### config.mk
export PLATFORM = sky130hd
export DESIGN_NAME = kbd_conditioner
export DESIGN_NICKNAME = d
export VERILOG_FILES = /design/src/rtl/mw_pkg.sv /design/src/rtl/kbd_conditioner_debounce.sv /design/src/rtl/kbd_conditioner.sv
export SDC_FILE = /design/constraint.sdc
export NUM_CORES = 1
export LEC_CHECK = 0
export BUFFER_PORTS_ARGS = -buffer_cell sky130_fd_sc_hd__buf_2
export CAP_MARGIN = 20
export CORE_MARGIN = 8
export CORE_UTILIZATION = 35
export DETAILED_ROUTE_END_ITERATION = 7
export PLACE_DENSITY = 0.48
export SETUP_SLACK_MARGIN = 0.5
export SLEW_MARGIN = 20
export SYNTH_ARGS = -nofsm -noshare
export SYNTH_HDL_FRONTEND = slang
export SYNTH_HIERARCHICAL = 1
export SYNTH_SLANG_ARGS = --single-unit
### constraint.sdc
create_clock -name clk -period 3.3 [get_ports clk]
set_input_delay 0.165 -clock clk [delete_from_list [all_inputs] [get_ports clk]]
set_output_delay 0.165 -clock clk [all_outputs]
set_load 0.01 [all_outputs]
### src/rtl/mw_pkg.sv
// Constants and helpers shared by the keypad/button conditioning logic.
package mw_pkg;

    localparam int KEY_COUNT         = 10;
    localparam int DIGIT_W           = 4;
    localparam int DB_CYCLES_DEFAULT = 4;

    typedef struct packed {
        logic start;
        logic stop;
        logic clear;
    } cmd_t;

    // Lowest-index set bit wins when several keys are down together.
    function automatic logic [DIGIT_W-1:0] lowest_key(input logic [KEY_COUNT-1:0] v);
        lowest_key = '0;
        for (int i = KEY_COUNT - 1; i >= 0; i--) begin
            if (v[i]) begin
                lowest_key = DIGIT_W'(i);
            end
        end
    endfunction

    function automatic logic is_one_hot(input logic [KEY_COUNT-1:0] v);
        return (v != '0) && ((v & (v - KEY_COUNT'(1))) == '0);
    endfunction

endpackage

### src/rtl/kbd_conditioner_debounce.sv
// Two-flop synchronizer followed by a vector debouncer: the stable value
// adopts a new sample only after it has been identical for DB_CYCLES cycles.
module debounce
    import mw_pkg::*;
#(
    parameter int               WIDTH     = 1,
    parameter int               DB_CYCLES = DB_CYCLES_DEFAULT,
    parameter logic [WIDTH-1:0] RST_VAL   = '0
) (
    input  logic             clk,
    input  logic             rst,
    input  logic [WIDTH-1:0] i_raw,
    output logic [WIDTH-1:0] o_stable
);

    localparam logic [7:0] CNT_TARGET = 8'(DB_CYCLES);

    logic [WIDTH-1:0] r_sync1;
    logic [WIDTH-1:0] r_sync2;
    logic [WIDTH-1:0] r_cand;
    logic [WIDTH-1:0] r_stable;
    logic [7:0]       r_cnt;

    logic [7:0] w_base;
    logic [7:0] w_next;
    logic       w_hit;

    // A sample that differs from the previous one restarts the run at one.
    always_comb begin
        w_base = (r_sync2 == r_cand) ? r_cnt : 8'd0;
        w_next = w_base + 8'd1;
        w_hit  = (w_next == CNT_TARGET);
    end

    always_ff @(posedge clk) begin
        if (rst) begin
            r_sync1  <= RST_VAL;
            r_sync2  <= RST_VAL;
            r_cand   <= RST_VAL;
            r_stable <= RST_VAL;
            r_cnt    <= 8'd0;
        end else begin
            r_sync1 <= i_raw;
            r_sync2 <= r_sync1;
            r_cand  <= r_sync2;
            if (r_sync2 == r_stable) begin
                r_cnt <= 8'd0;
            end else if (w_hit) begin
                r_stable <= r_sync2;
                r_cnt    <= 8'd0;
            end else begin
                r_cnt <= w_next;
            end
        end
    end

    assign o_stable = r_stable;

endmodule

### src/rtl/kbd_conditioner.sv
// Keypad, command-button and door-switch conditioner: synchronize, debounce,
// and turn presses into one-cycle strobes. Option: KBD_MULTI_KEY_REJECT_EN.
module kbd_conditioner
    import mw_pkg::*;
#(
    parameter int DB_CYCLES = DB_CYCLES_DEFAULT
) (
    input  logic                 clk,
    input  logic                 rst,
    input  logic [KEY_COUNT-1:0] kbd,
    input  logic                 startn,
    input  logic                 stopn,
    input  logic                 clearn,
    input  logic                 door_closed,
    output logic [DIGIT_W-1:0]   digit,
    output logic                 digit_valid,
    output logic                 start_pulse,
    output logic                 stop_pulse,
    output logic                 clear_pulse,
    output logic                 door_closed_db
);

    logic [KEY_COUNT-1:0] w_kbd_db;
    logic                 w_startn_db;
    logic                 w_stopn_db;
    logic                 w_clearn_db;
    logic                 w_door_db;

    debounce #(.WIDTH(KEY_COUNT), .DB_CYCLES(DB_CYCLES), .RST_VAL('0)) u_db_kbd (
        .clk(clk), .rst(rst), .i_raw(kbd), .o_stable(w_kbd_db)
    );

    debounce #(.WIDTH(1), .DB_CYCLES(DB_CYCLES), .RST_VAL(1'b1)) u_db_start (
        .clk(clk), .rst(rst), .i_raw(startn), .o_stable(w_startn_db)
    );

    debounce #(.WIDTH(1), .DB_CYCLES(DB_CYCLES), .RST_VAL(1'b1)) u_db_stop (
        .clk(clk), .rst(rst), .i_raw(stopn), .o_stable(w_stopn_db)
    );

    debounce #(.WIDTH(1), .DB_CYCLES(DB_CYCLES), .RST_VAL(1'b1)) u_db_clear (
        .clk(clk), .rst(rst), .i_raw(clearn), .o_stable(w_clearn_db)
    );

    debounce #(.WIDTH(1), .DB_CYCLES(DB_CYCLES), .RST_VAL(1'b0)) u_db_door (
        .clk(clk), .rst(rst), .i_raw(door_closed), .o_stable(w_door_db)
    );

    logic                 r_key_lock;
    logic [DIGIT_W-1:0]   r_digit;
    logic                 r_digit_valid;
    cmd_t                 r_pressed_prev;
    cmd_t                 r_pulse;
    logic                 r_door_db;

    cmd_t w_pressed;
    cmd_t w_edge;
    logic w_key_press;
    logic w_key_accept;

    // The lock follows the stable vector, so only a 0 -> nonzero step strobes.
    always_comb begin
        w_pressed.start = ~w_startn_db;
        w_pressed.stop  = ~w_stopn_db;
        w_pressed.clear = ~w_clearn_db;
        w_edge          = w_pressed & ~r_pressed_prev;
        w_key_press     = (|w_kbd_db) & ~r_key_lock;
`ifdef KBD_MULTI_KEY_REJECT_EN
        w_key_accept    = w_key_press & is_one_hot(w_kbd_db);
`else
        w_key_accept    = w_key_press;
`endif
    end

    always_ff @(posedge clk) begin
        if (rst) begin
            r_key_lock     <= 1'b0;
            r_digit        <= '0;
            r_digit_valid  <= 1'b0;
            r_pressed_prev <= '0;
            r_pulse        <= '0;
            r_door_db      <= 1'b0;
        end else begin
            r_key_lock     <= |w_kbd_db;
            r_digit_valid  <= w_key_accept;
            if (w_key_accept) begin
                r_digit <= lowest_key(w_kbd_db);
            end
            r_pressed_prev <= w_pressed;
            r_pulse.stop   <= w_edge.stop;
            r_pulse.clear  <= w_edge.clear;
            r_pulse.start  <= w_edge.start & ~w_edge.stop & ~w_edge.clear;
            r_door_db      <= w_door_db;
        end
    end

    assign digit          = r_digit;
    assign digit_valid    = r_digit_valid;
    assign start_pulse    = r_pulse.start;
    assign stop_pulse     = r_pulse.stop;
    assign clear_pulse    = r_pulse.clear;
    assign door_closed_db = r_door_db;

endmodule

==> metrics.md <==
| Metric | Value |
|---|---|
| Count of pins over their slew limit | 0 |
| Proportion of synthesized chip area in sequential cells | between 40 and 50% |
| Post-CTS setup-driven buffer insertion count | 0 |
| Post-detailed-routing wire length | 9.82 mm |
| Die Wd | 134 um |
| Number of endpoints failing setup at the final stage | 0 |
| Summed area of non-filler cells in the final layout | 0.00553 mm^2 |
| Most used DFF post-synth | dfxtp_1 |
| VDD IR-drop max | between 200 and 250 uV |
| Final Hold Vio Count | 0 |
| Largest fanout of any net on the critical path | 12 |
| Placer Congestion | 0.720 |
| DP HPWL | 6.64 mm |
| Growth of design area from synthesis to finish | 13.2% |
| Power density normalized to cell area | 485 mW/mm^2 |
| Fraction of the mapped netlist area in adder cells | 1.28% |
| Shortest clock period the worst path allows after layout | roughly 2.6 ns |
| Drt via density | 5.04 |
| CTS Root Buffer Type | clkbuf_16 |
| GRT Overall Usage | 11.2% |
| Cell leakage power | between 2 and 2.5 nW |
| Basic-gate share of the synthesized area counting and, or, nand and nor cells | 28.4% |
| H-Tree Depth | 3 |
| Number of enable-type register cells in the synthesized netlist | 0 |
| CTS tree | done |
| Initial core utilization | 35.4% |
| Non-filler cells, final | approximately 730 |
| Area fraction of the dominant cell type after synthesis | between 40% and 50% |
| Number of violations of the max-capacitance limit | 0 |
| Filler cell count | 1425 |
| Yosys warning count | 6 |
| Achievable clock frequency | 0.389 GHz |
| Layout cells sized above 1 | around 14% |
| Average footprint of a synthesized cell | 9.35 um^2 |
| Ranking of synthesized cells by instance count | 109 x dfxtp_1, 56 x nor2b_1, 36 x xor2_1 |
| Cell area after synthesis | a little under 0.005 mm^2 |
| Run status | finished, final reports clean |
| Fin Clk Skew | 0.0108 ns |
| Synth area leaders | dfxtp_1 45%, nor2b_1 7.2%, xor2_1 6.5% |
| DR pass1 iterations | 5 |
| Max transition margin | 49.9% |
| First-pass GRT wire length | 16.5 mm |
| Data arrival time of the worst path | around 2.8 ns |
| Floorplan die area | 0.0180 mm^2 |
| Fraction of synthesized cell area in xor and xnor cells | 7.36% |
| Post-detailed-placement cell area | 0.00512 mm^2 |
| Post-synthesis mux area share | 0.231% |
| Buffer levels on the longest clock path | 2 |
| Final sum of negative setup slack | 0 ns |
| CTS clk-pin slew, worst paths | 0.08 ns |
| I/O pin count | 25 |
| Count of unresolved DRC violations after routing | 0 |
| Post-route core utilization | around two fifths |
| Via count of the routed design | around 3700 |
| Standard-cell row count | 43 |
| Path category of the worst min-delay check | primary input to flip-flop |
| Remaining antenna violation count | 0 |
| Setup repair after global routing missed its margin | no |
| Endpoint kind of the worst setup timing path | flip-flop |
| Post-Syn Nets | 543 |
| Count of clock tree sinks | 109 |
| Inst Count DP | 703 |
| Mean routed wirelength per cell | 13.5 um |
| Share of synthesized registers carrying an async set or reset | 0% |
| Largest family of logic cells by synthesized area | simple AND/OR/NAND/NOR gates |
| Global route total overflow | 0 |
| Number of antenna repair diodes | 0 |
| Number of cells produced by synthesis | 522 |
| Maximum number of pins on one net before global-route repair | 50 |
| Vias in the first global route | 3518 |
| Transition time at the pin with the least slew margin | roughly 0.75 ns |
| CP Launch Type | flip-flop |
| Largest area contributor in the netlist | dfxtp_1 |
| Final Cycle Share | 77.9% |
| Detailed router's first-iteration violation count | 201 |
| Clk_lat worst skew | 0.35 ns |
| IO Port Bufs | 24 |
| Final #Nets | between 500 and 600 |
| Antenna violations before repair | 0 |
| Number of unique standard cell types used by synthesis | 51 |
| Height of the die | 134 um |
| Most common cell in the synthesized netlist | dfxtp_1 |
| Crit path kind | flip-flop to flip-flop |
| Core footprint | between 0.01 and 0.015 mm^2 |
| Count of state elements after synthesis | approximately 110 |
| Compound-gate portion of the synthesized area | 14.0% |
| CTS Buf Count | 9 |
| CP Data Required Time | 3.53 ns |
[area by class of cell]
cell class              count  area, um^2  area share [%]
flip-flops and latches    109        2180            39.5
repair buffers             36         225            4.07
inverters                  11        41.3           0.747
well taps                 180         225            4.07
clock inverters             7         114            2.06
clock buffers               9         225            4.07
multi-input cells         373        2520            45.5
[power by group]
part / switching [mW] / internal [mW] / leakage, nW
Sequential: 0.0157 / 1.34 / 0.886
Combinational: 0.0645 / 0.0527 / 1.12
Clock: 0.526 / 0.684 / 0.165
Total: 0.606 / 2.07 / 2.17
[flip-flops by register name, indices dropped and copies added, names as in the netlist, 3 cells and up]
signal,flops
digit,4
r_pressed_prev,3
u_db_clear/r_cnt,8
u_db_door/r_cnt,8
u_db_kbd/o_stable,10
u_db_kbd/r_cand,10
u_db_kbd/r_cnt,8
u_db_kbd/r_sync1,10
u_db_kbd/r_sync2,10
u_db_start/r_cnt,8
u_db_stop/r_cnt,8
[worst max-delay path, cell delays in order (launching register included)]
cell and delay, ns:
dfxtp_1 0.34, xor2_1 0.17, nor4_2 0.36, and3_1 0.28, and2_1 0.17, ha_1 0.19, nor4b_2 0.29, nand2_2 0.25
a21boi_0 0.32, nor4b_1 0.08
[per-layer routing]
metal,GRT usage (%),part of all wire [%]
met1,13.8,48
met2,17.9,47
met3,3.25,3.6
met4,4.55,1.4
met5,0,0
[through the flow]
step | total power, mW | setup WS [ns] | hold WS, ns
floorplan | 1.46 | 0.798 | 0.237
global placement | 1.50 | 0.635 | 0.351
detailed placement | 1.50 | 0.574 | 0.352
CTS | 2.73 | 0.564 | 0.00278
global route | 2.80 | 0.544 | 0.00547
finish | 2.68 | 0.729 | 0.0153
[placed cells by master, fill, tap and decap left out, drive strengths merged, types with 6 or more instances in the layout]
cell type    count
o31ai            8
or3             13
a21oi           18
nor2b           56
dlygate4sd3      6
nor2            30
dfxtp          109
or3b             7
inv             14
nand3           18
buf             30
a211oi           9
and2            11
nor3            20
o21ai           26
nand2b          19
clkbuf           9
nor4            10
a41o            10
a31oi           10
or2              6
nand2           10
xor2            36
[cell families (layout without fill, tap and decap cells)]
| kind of cell | Yosys count | in the layout |
|---|---|---|
| adders and majority gates | 5 | 5 |
| and+or+nand+nor | 226 | 226 |
| buffers and inverters | 40 | 63 |
| muxes | 1 | 1 |
| xor gates and xnor gates | 41 | 41 |
| AOI/OAI and AO/OA | 100 | 100 |
| DFF | 109 | 109 |
[final timing paths]
check                           slack (ns)                            from  depth (start not counted)                             end
worst max-delay path                  0.73  u_db_kbd/r_sync2[8]$_SDFF_PP0_                          9    u_db_kbd/r_cnt[1]$_SDFF_PP0_
worst min-delay path                  0.02                          kbd[9]                          2  u_db_kbd/r_sync1[9]$_SDFF_PP0_
worst max register to register        0.73  u_db_kbd/r_sync2[8]$_SDFF_PP0_                          9    u_db_kbd/r_cnt[1]$_SDFF_PP0_
worst min register to register        0.40    r_pressed_prev[2]$_SDFF_PP0_                          1          start_pulse$_SDFF_PP0_
[timing repair]
action | 4_1_cts | 5_1_grt
resized for setup | 0 | 3
setup endpoints to repair | 0 | 13
hold endpoints to repair | 6 | 0
hold buffers | 6 | 0
No activity file was read; power rests on OpenSTA's default activity.
